$ cat config.mk
export PLATFORM = sky130hd
export DESIGN_NAME = fuzz_campaign_ctrl_flat
export DESIGN_NICKNAME = d
export VERILOG_FILES = /design/src/rtl/fuzz_campaign_ctrl_pkg.sv /design/src/rtl/fuzz_campaign_ctrl_if.sv /design/src/rtl/fuzz_campaign_ctrl_sat_counter.sv /design/src/rtl/fuzz_campaign_ctrl.sv /design/src/flat_wrapper.sv
export SDC_FILE = /design/constraint.sdc
export NUM_CORES = 1
export LEC_CHECK = 0
export CAP_MARGIN = 20
export CORE_MARGIN = 3
export CORE_UTILIZATION = 53
export DETAILED_ROUTE_END_ITERATION = 7
export GPL_TIMING_DRIVEN = 0
export PLACE_DENSITY_LB_ADDON = 0.3
export SETUP_SLACK_MARGIN = 0.2
export SLEW_MARGIN = 30
export SYNTH_ARGS = -nofsm -noshare
export SYNTH_HDL_FRONTEND = slang
export SYNTH_SLANG_ARGS = --single-unit
$ cat constraint.sdc
create_clock -name clk -period 5 [get_ports clk]
set_clock_uncertainty 0.05 [all_clocks]
set_input_delay 1.5 -clock clk [delete_from_list [all_inputs] [get_ports clk]]
set_output_delay 1.5 -clock clk [all_outputs]
set_load 0.03 [all_outputs]
$ cat src/rtl/fuzz_campaign_ctrl_pkg.sv
// -----------------------------------------------------------------------------
// fuzz_pkg
// Shared types and constants for the fuzz campaign controller.
//   ctrl_state_t  : controller FSM state encoding (drives ctrl_state)
//   done_reason_t : campaign outcome code (drives done_reason)
//   COV_MAX       : highest meaningful coverage score; targets above it never hit
//   cov_met()     : coverage-stop predicate
// -----------------------------------------------------------------------------
package fuzz_pkg;

  typedef enum logic [2:0] {
    S_IDLE    = 3'd0,
    S_LEARN   = 3'd1,
    S_FUZZ    = 3'd2,
    S_DRAIN   = 3'd3,
    S_RECOVER = 3'd4,
    S_DONE    = 3'd5
  } ctrl_state_t;

  typedef enum logic [1:0] {
    BUDGET   = 2'd0,
    COVERAGE = 2'd1,
    HANG     = 2'd2,
    ABORT    = 2'd3
  } done_reason_t;

  localparam logic [7:0] COV_MAX = 8'd100;

  // A zero target disables the stop; a target above COV_MAX can never be met.
  function automatic logic cov_met(input logic [7:0] cov, input logic [7:0] tgt);
    return (tgt != 8'd0) && (tgt <= COV_MAX) && (cov >= tgt);
  endfunction

endpackage

$ cat src/rtl/fuzz_campaign_ctrl_if.sv
// -----------------------------------------------------------------------------
// fuzz_campaign_ctrl_if
// Bundles the software config/status registers and the fuzzer observation and
// control signals around the campaign controller.
//   master : software/fuzzer side (drives cfg_* and *_obs / fuzz_alarm_* inputs)
//   slave  : controller side (drives fuzz_mut_en, fuzz_soft_rst_n and status)
// -----------------------------------------------------------------------------
interface fuzz_campaign_ctrl_if;
  // Software config
  logic        cfg_start;
  logic        cfg_abort;
  logic [31:0] cfg_iter_budget;
  logic [7:0]  cfg_cov_target;
  // Observed fuzzer/bus activity
  logic        bus_start_obs;
  logic        fuzz_start_obs;
  logic        ip_valid_obs;
  logic        fuzz_alarm_hang;
  logic        fuzz_alarm_collision;
  logic [7:0]  fuzz_coverage;
  // Fuzzer control
  logic        fuzz_mut_en;
  logic        fuzz_soft_rst_n;
  // Status
  logic [2:0]  ctrl_state;
  logic [31:0] iter_count;
  logic [7:0]  seed_count;
  logic [7:0]  hang_count;
  logic [15:0] collision_count;
  logic        done;
  logic [1:0]  done_reason;

  modport master (
    output cfg_start, cfg_abort, cfg_iter_budget, cfg_cov_target,
           bus_start_obs, fuzz_start_obs, ip_valid_obs,
           fuzz_alarm_hang, fuzz_alarm_collision, fuzz_coverage,
    input  fuzz_mut_en, fuzz_soft_rst_n, ctrl_state, iter_count, seed_count,
           hang_count, collision_count, done, done_reason
  );

  modport slave (
    input  cfg_start, cfg_abort, cfg_iter_budget, cfg_cov_target,
           bus_start_obs, fuzz_start_obs, ip_valid_obs,
           fuzz_alarm_hang, fuzz_alarm_collision, fuzz_coverage,
    output fuzz_mut_en, fuzz_soft_rst_n, ctrl_state, iter_count, seed_count,
           hang_count, collision_count, done, done_reason
  );
endinterface

$ cat src/rtl/fuzz_campaign_ctrl_sat_counter.sv
// -----------------------------------------------------------------------------
// sat_counter
// Up-counter with synchronous clear that holds at MAX instead of wrapping.
//   clk, rst_n : clock, asynchronous active-low reset
//   i_clr      : synchronous clear (wins over i_inc)
//   i_inc      : increment strobe
//   o_count    : registered count
// -----------------------------------------------------------------------------
module sat_counter #(
  parameter int unsigned      WIDTH = 8,
  parameter logic [WIDTH-1:0] MAX   = {WIDTH{1'b1}}
) (
  input  logic             clk,
  input  logic             rst_n,
  input  logic             i_clr,
  input  logic             i_inc,
  output logic [WIDTH-1:0] o_count
);

  logic [WIDTH-1:0] r_count;

  // NOTE: sequential state uses <= so every flop samples pre-edge values;
  // a blocking = here would let later statements see the new value.
  always_ff @(posedge clk or negedge rst_n) begin
    if (!rst_n) begin
      r_count <= '0;
    end else if (i_clr) begin
      r_count <= '0;
    end else if (i_inc && (r_count < MAX)) begin
      r_count <= r_count + 1'b1;
    end
  end

  assign o_count = r_count;

endmodule

$ cat src/rtl/fuzz_campaign_ctrl.sv
// -----------------------------------------------------------------------------
// fuzz_campaign_ctrl
// Campaign sequencer for the fuzzer: counts seed captures in LEARN, enables
// mutation in FUZZ, meters iterations against budget/coverage, drains the last
// in-flight IP response and records the campaign outcome.
//   clk, rst_n : clock, asynchronous active-low reset
//   bus        : fuzz_campaign_ctrl_if.slave (config, observations, status)
// Build option: FUZZ_HANG_RECOVER_EN -- a hang soft-resets the fuzzer and
// relearns seeds (up to MAX_RECOVERIES hangs) instead of ending the campaign.
// -----------------------------------------------------------------------------
module fuzz_campaign_ctrl
  import fuzz_pkg::*;
#(
  parameter int unsigned POOL_DEPTH     = 16,
  parameter int unsigned DRAIN_LIMIT    = 1024,
  parameter int unsigned RECOVER_CYCLES = 4,
  parameter int unsigned MAX_RECOVERIES = 8
) (
  input  logic               clk,
  input  logic               rst_n,
  fuzz_campaign_ctrl_if.slave bus
);

`ifdef FUZZ_HANG_RECOVER_EN
  localparam bit RECOVER_EN = 1'b1;
`else
  localparam bit RECOVER_EN = 1'b0;
`endif

  localparam int unsigned DRAIN_W = $clog2(DRAIN_LIMIT) + 1;
  localparam int unsigned RCV_W   = $clog2(RECOVER_CYCLES) + 1;

  ctrl_state_t  r_state, w_next;
  done_reason_t r_done_reason, r_pend_reason, w_reason_nxt;
  logic         r_mut_en, r_soft_rst_n, r_done;
  logic         r_outstanding, r_hang_d, r_coll_d;
  logic [DRAIN_W-1:0] r_drain_cnt;
  logic [RCV_W-1:0]   r_rcv_cnt;

  logic [31:0] w_iter_count;
  logic [7:0]  w_seed_count, w_hang_count;
  logic [15:0] w_coll_count;

  logic        w_campaign_start, w_hang_rise, w_hang_evt, w_coll_rise;
  logic        w_iter_inc, w_seed_inc, w_budget_hit, w_cov_hit, w_last_seed;
  logic        w_drain_done, w_rcv_done, w_hang_to_done;
  logic [32:0] w_iter_next;

  assign w_campaign_start = ((r_state == S_IDLE) || (r_state == S_DONE)) && bus.cfg_start;
  assign w_hang_rise      = bus.fuzz_alarm_hang & ~r_hang_d;
  assign w_hang_evt       = w_hang_rise && ((r_state == S_FUZZ) || (r_state == S_DRAIN));
  assign w_coll_rise      = bus.fuzz_alarm_collision & ~r_coll_d;
  assign w_iter_inc       = (r_state == S_FUZZ) && bus.fuzz_start_obs;
  assign w_seed_inc       = (r_state == S_LEARN) && bus.bus_start_obs;

  // Budget is compared against the post-increment count so the stop lands on
  // the same edge that counts the last allowed start. 33 bits avoid wrap when
  // the counter sits saturated.
  assign w_iter_next  = {1'b0, w_iter_count} + {32'd0, w_iter_inc};
  assign w_budget_hit = (bus.cfg_iter_budget != 32'd0) &&
                        (w_iter_next >= {1'b0, bus.cfg_iter_budget});
  assign w_cov_hit    = cov_met(bus.fuzz_coverage, bus.cfg_cov_target);
  assign w_last_seed  = w_seed_inc && (w_seed_count >= 8'(POOL_DEPTH - 1));

  // Nothing in flight means there is nothing to wait for.
  assign w_drain_done = bus.ip_valid_obs || !r_outstanding ||
                        (r_drain_cnt == DRAIN_W'(DRAIN_LIMIT - 1));
  assign w_rcv_done   = (r_rcv_cnt == RCV_W'(RECOVER_CYCLES - 1));

  // This hang is the one that exhausts the recovery allowance.
  assign w_hang_to_done = !RECOVER_EN || (w_hang_count >= 8'(MAX_RECOVERIES - 1));

  // NOTE: next-state and reason get defaults first so every path assigns
  // them; a missing branch would otherwise infer a latch.
  always_comb begin
    w_next       = r_state;
    w_reason_nxt = r_pend_reason;
    unique case (r_state)
      S_IDLE, S_DONE: begin
        if (bus.cfg_start) begin
          w_next       = S_LEARN;
          w_reason_nxt = BUDGET;
        end
      end
      S_LEARN: begin
        if (bus.cfg_abort) begin
          w_next       = S_DONE;
          w_reason_nxt = ABORT;
        end else if (w_last_seed) begin
          w_next = S_FUZZ;
        end
      end
      S_FUZZ: begin
        if (bus.cfg_abort) begin
          w_next       = S_DONE;
          w_reason_nxt = ABORT;
        end else if (w_hang_evt) begin
          if (w_hang_to_done) begin
            w_next       = S_DONE;
            w_reason_nxt = HANG;
          end else begin
            w_next = S_RECOVER;
          end
        end else if (w_cov_hit) begin
          w_next       = S_DRAIN;
          w_reason_nxt = COVERAGE;
        end else if (w_budget_hit) begin
          w_next       = S_DRAIN;
          w_reason_nxt = BUDGET;
        end
      end
      S_DRAIN: begin
        if (bus.cfg_abort) begin
          w_next       = S_DONE;
          w_reason_nxt = ABORT;
        end else if (w_hang_evt) begin
          if (w_hang_to_done) begin
            w_next       = S_DONE;
            w_reason_nxt = HANG;
          end else begin
            w_next = S_RECOVER;
          end
        end else if (w_drain_done) begin
          w_next = S_DONE;
        end
      end
      S_RECOVER: begin
        if (bus.cfg_abort) begin
          w_next       = S_DONE;
          w_reason_nxt = ABORT;
        end else if (w_rcv_done) begin
          w_next = S_LEARN;
        end
      end
      default: w_next = S_IDLE;
    endcase
  end

  always_ff @(posedge clk or negedge rst_n) begin
    if (!rst_n) begin
      r_state       <= S_IDLE;
      r_mut_en      <= 1'b0;
      r_soft_rst_n  <= 1'b0;
      r_done        <= 1'b0;
      r_done_reason <= BUDGET;
      r_pend_reason <= BUDGET;
      r_outstanding <= 1'b0;
      r_hang_d      <= 1'b0;
      r_coll_d      <= 1'b0;
      r_drain_cnt   <= '0;
      r_rcv_cnt     <= '0;
    end else begin
      r_state       <= w_next;
      // High only from the second FUZZ cycle; drops on the edge leaving FUZZ.
      r_mut_en      <= (r_state == S_FUZZ) && (w_next == S_FUZZ);
      r_soft_rst_n  <= (w_next != S_RECOVER);
      r_pend_reason <= w_reason_nxt;
      r_hang_d      <= bus.fuzz_alarm_hang;
      r_coll_d      <= bus.fuzz_alarm_collision;

      if (w_campaign_start) begin
        r_done        <= 1'b0;
        r_done_reason <= BUDGET;
      end else if ((w_next == S_DONE) && (r_state != S_DONE)) begin
        r_done        <= 1'b1;
        r_done_reason <= w_reason_nxt;
      end

      // A start opens an iteration, a valid closes the previous one.
      if (w_campaign_start) begin
        r_outstanding <= 1'b0;
      end else begin
        r_outstanding <= bus.fuzz_start_obs | (r_outstanding & ~bus.ip_valid_obs);
      end

      r_drain_cnt <= (r_state == S_DRAIN)   ? r_drain_cnt + 1'b1 : '0;
      r_rcv_cnt   <= (r_state == S_RECOVER) ? r_rcv_cnt + 1'b1   : '0;
    end
  end

  sat_counter #(.WIDTH(32)) u_iter_cnt (
    .clk(clk), .rst_n(rst_n), .i_clr(w_campaign_start),
    .i_inc(w_iter_inc), .o_count(w_iter_count)
  );

  sat_counter #(.WIDTH(8), .MAX(8'(POOL_DEPTH))) u_seed_cnt (
    .clk(clk), .rst_n(rst_n), .i_clr(w_campaign_start || (r_state == S_RECOVER)),
    .i_inc(w_seed_inc), .o_count(w_seed_count)
  );

  sat_counter #(.WIDTH(8)) u_hang_cnt (
    .clk(clk), .rst_n(rst_n), .i_clr(w_campaign_start),
    .i_inc(w_hang_evt), .o_count(w_hang_count)
  );

  sat_counter #(.WIDTH(16)) u_coll_cnt (
    .clk(clk), .rst_n(rst_n), .i_clr(w_campaign_start),
    .i_inc(w_coll_rise), .o_count(w_coll_count)
  );

  assign bus.fuzz_mut_en     = r_mut_en;
  assign bus.fuzz_soft_rst_n = r_soft_rst_n;
  assign bus.ctrl_state      = r_state;
  assign bus.iter_count      = w_iter_count;
  assign bus.seed_count      = w_seed_count;
  assign bus.hang_count      = w_hang_count;
  assign bus.collision_count = w_coll_count;
  assign bus.done            = r_done;
  assign bus.done_reason     = r_done_reason;

endmodule

$ cat src/flat_wrapper.sv
// flat-port wrapper written by rule: the top's interface ports become plain ports
module fuzz_campaign_ctrl_flat import fuzz_pkg::*;
#(
  parameter int unsigned POOL_DEPTH     = 16,
  parameter int unsigned DRAIN_LIMIT    = 1024,
  parameter int unsigned RECOVER_CYCLES = 4,
  parameter int unsigned MAX_RECOVERIES = 8
)
  (clk, rst_n, bus_cfg_start, bus_cfg_abort, bus_cfg_iter_budget, bus_cfg_cov_target, bus_bus_start_obs, bus_fuzz_start_obs, bus_ip_valid_obs, bus_fuzz_alarm_hang, bus_fuzz_alarm_collision, bus_fuzz_coverage, bus_fuzz_mut_en, bus_fuzz_soft_rst_n, bus_ctrl_state, bus_iter_count, bus_seed_count, bus_hang_count, bus_collision_count, bus_done, bus_done_reason);
  fuzz_campaign_ctrl_if bus_i ();
  input  logic clk;
  input  logic rst_n;
  input wire logic [$bits(bus_i.cfg_start)-1:0] bus_cfg_start;
  input wire logic [$bits(bus_i.cfg_abort)-1:0] bus_cfg_abort;
  input wire logic [$bits(bus_i.cfg_iter_budget)-1:0] bus_cfg_iter_budget;
  input wire logic [$bits(bus_i.cfg_cov_target)-1:0] bus_cfg_cov_target;
  input wire logic [$bits(bus_i.bus_start_obs)-1:0] bus_bus_start_obs;
  input wire logic [$bits(bus_i.fuzz_start_obs)-1:0] bus_fuzz_start_obs;
  input wire logic [$bits(bus_i.ip_valid_obs)-1:0] bus_ip_valid_obs;
  input wire logic [$bits(bus_i.fuzz_alarm_hang)-1:0] bus_fuzz_alarm_hang;
  input wire logic [$bits(bus_i.fuzz_alarm_collision)-1:0] bus_fuzz_alarm_collision;
  input wire logic [$bits(bus_i.fuzz_coverage)-1:0] bus_fuzz_coverage;
  output wire logic [$bits(bus_i.fuzz_mut_en)-1:0] bus_fuzz_mut_en;
  output wire logic [$bits(bus_i.fuzz_soft_rst_n)-1:0] bus_fuzz_soft_rst_n;
  output wire logic [$bits(bus_i.ctrl_state)-1:0] bus_ctrl_state;
  output wire logic [$bits(bus_i.iter_count)-1:0] bus_iter_count;
  output wire logic [$bits(bus_i.seed_count)-1:0] bus_seed_count;
  output wire logic [$bits(bus_i.hang_count)-1:0] bus_hang_count;
  output wire logic [$bits(bus_i.collision_count)-1:0] bus_collision_count;
  output wire logic [$bits(bus_i.done)-1:0] bus_done;
  output wire logic [$bits(bus_i.done_reason)-1:0] bus_done_reason;
  assign bus_i.cfg_start = bus_cfg_start;
  assign bus_i.cfg_abort = bus_cfg_abort;
  assign bus_i.cfg_iter_budget = bus_cfg_iter_budget;
  assign bus_i.cfg_cov_target = bus_cfg_cov_target;
  assign bus_i.bus_start_obs = bus_bus_start_obs;
  assign bus_i.fuzz_start_obs = bus_fuzz_start_obs;
  assign bus_i.ip_valid_obs = bus_ip_valid_obs;
  assign bus_i.fuzz_alarm_hang = bus_fuzz_alarm_hang;
  assign bus_i.fuzz_alarm_collision = bus_fuzz_alarm_collision;
  assign bus_i.fuzz_coverage = bus_fuzz_coverage;
  assign bus_fuzz_mut_en = bus_i.fuzz_mut_en;
  assign bus_fuzz_soft_rst_n = bus_i.fuzz_soft_rst_n;
  assign bus_ctrl_state = bus_i.ctrl_state;
  assign bus_iter_count = bus_i.iter_count;
  assign bus_seed_count = bus_i.seed_count;
  assign bus_hang_count = bus_i.hang_count;
  assign bus_collision_count = bus_i.collision_count;
  assign bus_done = bus_i.done;
  assign bus_done_reason = bus_i.done_reason;
  fuzz_campaign_ctrl #(.POOL_DEPTH(POOL_DEPTH), .DRAIN_LIMIT(DRAIN_LIMIT), .RECOVER_CYCLES(RECOVER_CYCLES), .MAX_RECOVERIES(MAX_RECOVERIES)) u_core (.clk(clk), .rst_n(rst_n), .bus(bus_i));
endmodule
# Yosys cells after proc, flatten, opt, wreduce, memory -nomap -nowiden
# Cells that the tools add are included.
totals:
  regBits: 91
  in_bits: 57
  output_inout_bits: 72
  elab_cells: 115
classes:
  add_sub_neg: 7
  magnitude_cmp: 8
  eq_ne: 11
  n_mux: 37
  bitwise: 7
  reduce_logical: 30
op_table:
  columns: ["op", "n"]
  rows:
  - ["2-to-1 mux 32 bit", 2]
  - ["2-to-1 mux 3 bit", 13]
  - ["adder 32 x 1 -> 33 bit", 1]
  - ["greater-or-equal comparator 33 x 32 -> 1 bit", 1]
  - ["adder 32 x 1 -> 32 bit (second input constant)", 1]
  - ["< comparator 32 bit (second input constant)", 1]
  - ["2-to-1 mux 16 bit", 2]
  - ["2-to-1 mux 8 bit", 4]
  - ["nonzero test 32 bit", 1]
  - ["2-to-1 mux 2 bit", 10]
  - ["adder 16 x 1 -> 16 bit (second input constant)", 1]
  - ["adder 8 x 1 -> 8 bit (second input constant)", 2]
  - ["< comparator 16 bit (second input constant)", 1]
  - ["case mux 3 bit (5 select lines)", 1]
  - ["logical AND 1 bit", 14]
  - ["== test 3 x 2 -> 1 bit (second input constant)", 4]
  - ["adder 11 x 1 -> 11 bit (second input constant)", 1]
  - ["== test 11 x 10 -> 1 bit (second input constant)", 1]
  - ["2-to-1 mux 11 bit", 1]
  - ["nonzero test 2 bit", 5]
  - ["== test 3 bit (second input constant)", 3]
  - ["greater-or-equal comparator 8 x 4 -> 1 bit (second input constant)", 1]
  - ["greater-or-equal comparator 8 bit", 1]
  - ["less-or-equal comparator 8 x 7 -> 1 bit (second input constant)", 1]
  - ["15 further kinds", 27]

# Longest topological paths before layout
logic_depth:
  ltp_word: 14
  depth_mapped: 21
  ltp_nobuf: 20

# Modules after synthesis
# Synthesis repeated with hierarchy kept, for this count alone.
unflattened:
  cells_unflattened: 763
  hier_area_um2: 6635.1
by_module_without_submodules:
  columns: ["module", "instances", "cells_each", "area_per_inst_um2", "seq_area_each_um2"]
  rows:
  - ["fuzz_campaign_ctrl", 1, 394, 3089.2, 675.6]
  - ["sat_counter (u_core.u_iter_cnt)", 1, 191, 1765.4, 800.8]
  - ["sat_counter (u_core.u_coll_cnt)", 1, 98, 945.9, 400.4]
  - ["sat_counter (u_core.u_hang_cnt)", 1, 49, 464.2, 200.2]
  - ["sat_counter (u_core.u_seed_cnt)", 1, 31, 370.4, 200.2]

# Worst setup path before layout
# OpenSTA, ideal clock, no wires.
synth_timing:
  path_kind: "input-to-reg"
  start: "in bus_fuzz_start_obs"
  end: "reg u_core.r_done_reason[0], in the netlist u_core.bus.done_reason[0]"
  setup_time_ps: 87
  t_arrival_ps: 4639
  required_time_ps: 4863
  slack_ps: 225
  stages: 19
  path_buffers: 0
  cell_sequence: "nand2_1 inv_1 ha_1 ha_1 nand2_1 nor2_1 and2_1 nand3_1 nor2_1 xor2_1 ha_1 a21o_1 a21o_1 a41o_1 a211o_1 o21ai_1 a21oi_1 o221a_2 a211oi_2"
synth_via:
  elab_chain_len: 12
  word_cells_on_any_way: 19
  cone_classes: "add/sub (1); order compare (1); eq/ne (1); mux (12); reduce/logical (4)"
synth_lines:
  columns: ["element", "line", "text"]
  rows:
  - ["start, declared", "flat_wrapper.sv:18", "input wire logic [$bits(bus_i.fuzz_start_obs)-1:0] bus_fuzz_start_obs;"]
  - ["logical AND 1 bit *", "fuzz_campaign_ctrl.sv:53", "assign w_iter_inc = (r_state == S_FUZZ) && bus.fuzz_start_obs;"]
  - ["adder 32 x 1 -> 33 bit *", "fuzz_campaign_ctrl.sv:59", "assign w_iter_next = {1'b0, w_iter_count} + {32'd0, w_iter_inc};"]
  - ["greater-or-equal comparator 33 x 32 -> 1 bit *", "fuzz_campaign_ctrl.sv:61", "(w_iter_next >= {1'b0, bus.cfg_iter_budget});"]
  - ["logical AND 1 bit *", "fuzz_campaign_ctrl.sv:60", "assign w_budget_hit = (bus.cfg_iter_budget != 32'd0) &&"]
  - ["2-to-1 mux 3 bit", "fuzz_campaign_ctrl.sv:107", "end else if (w_budget_hit) begin"]
  - ["2-to-1 mux 3 bit", "fuzz_campaign_ctrl.sv:104", "end else if (w_cov_hit) begin"]
  - ["2-to-1 mux 3 bit", "fuzz_campaign_ctrl.sv:97", "end else if (w_hang_evt) begin"]
  - ["2-to-1 mux 3 bit", "fuzz_campaign_ctrl.sv:94", "if (bus.cfg_abort) begin"]
  - ["case mux 3 bit (5 select lines)", "fuzz_campaign_ctrl.sv:78", "unique case (r_state)"]
  - ["== test 3 bit", "fuzz_campaign_ctrl.sv:164", "end else if ((w_next == S_DONE) && (r_state != S_DONE)) begin"]
  - ["logical AND 1 bit", "fuzz_campaign_ctrl.sv:164", null]
  - ["nonzero test 2 bit (no source line)", null, null]
  - ["end signal, assigned", "fuzz_campaign_ctrl.sv:166", "r_done_reason <= w_reason_nxt;"]
  - ["end, declared", "fuzz_campaign_ctrl.sv:34", "done_reason_t r_done_reason, r_pend_reason, w_reason_nxt;"]
# Every way passes the cells marked *; elsewhere a longest branch is shown, timed or not. The select of a mux whose other input is x is not followed.
# A chain may end at the register's enable or synchronous reset.

# Worst setup path after layout
layout_timing:
  start: "in bus_fuzz_start_obs"
  end: "reg u_core.r_done_reason[1], in the netlist u_core.bus.done_reason[1]"
# The elaborated chain is that of the path after synthesis.

==> impl_results.md <==
* Unrepaired setup endpoints after global routing: true
* CTS sink cnt at 91
* Placed Area at 7770 um2
* Vias in the first global route at 5771
* IR drop worst, VDD at 0.213 mV
* Routed WL per cell at 17.0 um
* Grt ovf at 0
* Post-layout nets at 966
* Chip width at 115 um
* H-tree depth at 3
* Placer's final routability congestion estimate at 0.897
* Area growth syn-to-layout at 30.6%
* Die Y-Extent at 115 um
* Antenna-violating nets left at 0
* Crit. End Element: flop
* Final Cell Area at 8200 um2
* DRC Markers at 0
* Reg-to-reg endpoint: u_core.bus.done_reason[1]$_DFFE_PN0P_
* Worst r2r src: u_core.bus.ctrl_state[0]$_DFF_PN0_
* Core area at 11500 um2
* CTS Root Cell: clkbuf_16
* Startpoint types: input port
* Die area at 13200 um2
* Critical setup path kind: in2reg
* # hold bufs at CTS at 0
* Via density per instance at 5.70
* EDFF count, synth at 0
* GRT Max-Usage Layer: met2
* Met3 usage at 5.63%
* CTS clk-pin slew, worst paths at 0.07 ns
* Pwr per Cell Area at 221 nW/um2
* Post-synthesis async set-or-reset flop share at 100%
* Leakage at 0.00381 uW
* Tot Pwr at 1810 uW
* Final setup violation count at 0
* CTS Buf Count at 9
* Synth Register Bits at 91
* Syn Nets at 819
* Slew Limit Fails at 0
* CTS tree: yes
* Final hold vios at 0
* Top_reg_cell synth: dfrtp_1
* Slew margin rel. at 50.0%
* Synthesized netlist cell count at 713
* Max-cap violations at 0
* Most common cell after layout, fill and taps aside: clkdlybuf4s50_1
* Share of layout cells above drive strength 1 at 8.32%
* Status: completed
* Clock Latency Late Sink at 0.35 ns
* Adder-Cell Fraction of Synth Area at 9.77%
* Largest family of logic cells by synthesized area: simple AND/OR/NAND/NOR gates
* First-pass GRT wire length at 28.3 mm
* Synth warn at 0
* Hold WC Path Type: reg2reg
* Initial cell density of the core at 54.5%
* I/O Pins at 129
* # diodes at 0
* Pin count of the biggest net entering global routing at 73
* Final period util at 93.6%
* Met1 Usage GRT at 35.1%
* Reg2reg setup slack at 0.75 ns
* WL final at 17.2 mm
* Fmax at 0.214 GHz
* CP Max Fanout at 5
* Synth Area in XOR/XNOR at 11.4%
* Post-Synth Simple-Gate Area at 25.8%
* Initial antenna violation count at 0
* Pre-antenna DRT Iters at 5
* Worst Min Path Start: u_core.r_drain_cnt[0]$_DFF_PN0_
* Slew @ Worst Pin at 0.742 ns
* GR Util met2 at 44.7%
* Filler Cell Count at 891
* Synth unique cells at 67
* Data required time of the worst path at 5.17 ns
* Post-synthesis mux area share at 0.817%
* GRT Overall Usage at 26.6%
* Clock buffer depth at 2
* Syn Std Cell Area at 6280 um2
* Avg Cell Area, Syn at 8.80 um2
* Commonest cells after routing, fill and taps aside: 126 x clkdlybuf4s50_1, 91 x dfrtp_1, 87 x nor2_1, 62 x nand2_1, 58 x inv_1
* Tmin final at 4.68 ns
* Hpwl dp at 13.1 mm
* Via count at 5745
* Row cnt at 39
* Compound-Gate Fraction of Synth Area at 10.5%
* 1st-iter DRT viols at 412
* WHS Path Cells at 1
* Data arrival, critical path at 4.85 ns
* IO buf count at 128
* Hold EP: u_core.r_drain_cnt[0]$_DFF_PN0_
* Post-synthesis sequential area ratio at 36.3%
* Cells on worst reg2reg path at 19
-- state kept, by name, summed over array words and instances, names as in the netlist, 2 cells and up --
register                   flops
u_core.bus.done_reason         2
u_core.r_pend_reason           2
u_core.u_coll_cnt.o_count     16
u_core.r_rcv_cnt               3
u_core.u_iter_cnt.o_count     32
u_core.u_seed_cnt.o_count      8
u_core.bus.ctrl_state          3
u_core.r_drain_cnt            11
u_core.u_hang_cnt.o_count      8
-- worst max path at each step --
stage,from,to,cells past startpoint
2_1_floorplan,bus_fuzz_start_obs,u_core.bus.done_reason[0]$_DFFE_PN0P_,19
3_3_place_gp,bus_fuzz_start_obs,u_core.bus.done_reason[1]$_DFFE_PN0P_,18
3_5_place_dp,bus_fuzz_start_obs,u_core.bus.done_reason[1]$_DFFE_PN0P_,18
4_1_cts,bus_fuzz_start_obs,u_core.bus.done_reason[0]$_DFFE_PN0P_,20
5_1_grt,bus_fuzz_start_obs,u_core.bus.done_reason[1]$_DFFE_PN0P_,18
6_report,bus_fuzz_start_obs,u_core.bus.done_reason[1]$_DFFE_PN0P_,18
-- final cells by class --
cell class	count	area (um2)	area share (%)
tap	143	179	2.18
multi-input combinational	540	3750	45.8
sequential	91	2280	27.8
inverter	60	225	2.75
timing repair buffer	136	1360	16.6
buffer	22	114	1.39
clock buffer	12	256	3.13
clock inverter	4	32.5	0.397
-- critical path, cell delays in order --
cell and delay (ns):
dlygate4sd2_1 0.26, nand2_2 0.10, inv_2 0.10, ha_4 0.15, nand3_2 0.17, nor3_4 0.28, and2_4 0.21, nand3_1 0.08
xnor2_1 0.16, ha_1 0.31, nand3_1 0.12, nor2_2 0.23, nand4_1 0.21, o22ai_4 0.29, nor2_4 0.07, a211oi_4 0.34
mux2i_1 0.22, nor2_1 0.05
-- per-stage QoR --
stage                     hold slack, ns  setup slack (ns)  instances  utilization, %  setup TNS [ns]
after floorplan                    0.365             0.225        713               -               0
after CTS                          0.420             0.270       1006            70.9               0
after global placement             0.379             -1.09        984            67.2          -93.22
final                              0.419             0.320       1008            71.2               0
after detailed placement           0.407             -1.21        985            67.4           -7.91
after global routing               0.442             0.200       1008            71.2               0
-- kinds of logic (layout without fill, tap and decap cells) --
family	count (synthesis)	after routing
AND/OR/NAND/NOR	308	308
AO/OA/AOI/OAI	96	96
flip-flops	91	91
XOR/XNOR	82	82
buffers and inverters	82	234
adder cells (fa/ha/maj)	49	49
multiplexers	5	5
-- where the power goes --
part / switching [uW] / total, uW / leakage (uW) / internal, uW
Combinational: 197 / 350 / 0.00244 / 153
Clock: 296 / 663 / 0.000135 / 367
Sequential: 33.3 / 801 / 0.00123 / 768
-- cells in the mapped netlist (all sizes together) (19+ instances only) --
library cell	count	area, um2
a21oi	31	155
and3	19	119
dfrtp	91	2280
ha	49	613
inv	59	221
nand2	63	236
nand3	27	140
nand4	27	211
nor2	92	350
o21ai	24	120
xnor2	36	315
xor2	46	403
-- timing repair --
action,4_1_cts,5_1_grt
gates resized for setup,18,4
buffers inserted,5,2
endpoints found under the setup margin,8,6
pin swaps,3,8
-- metal layers --
metal | vias up | part of all wire [%]
met1 | 2780 | 44
met3 | 25 | 5.4
met4 | 0 | 1.6
li1 | 2758 | -
met2 | 182 | 49
met5 | - | 0
(Power assumes the default switching activity.)
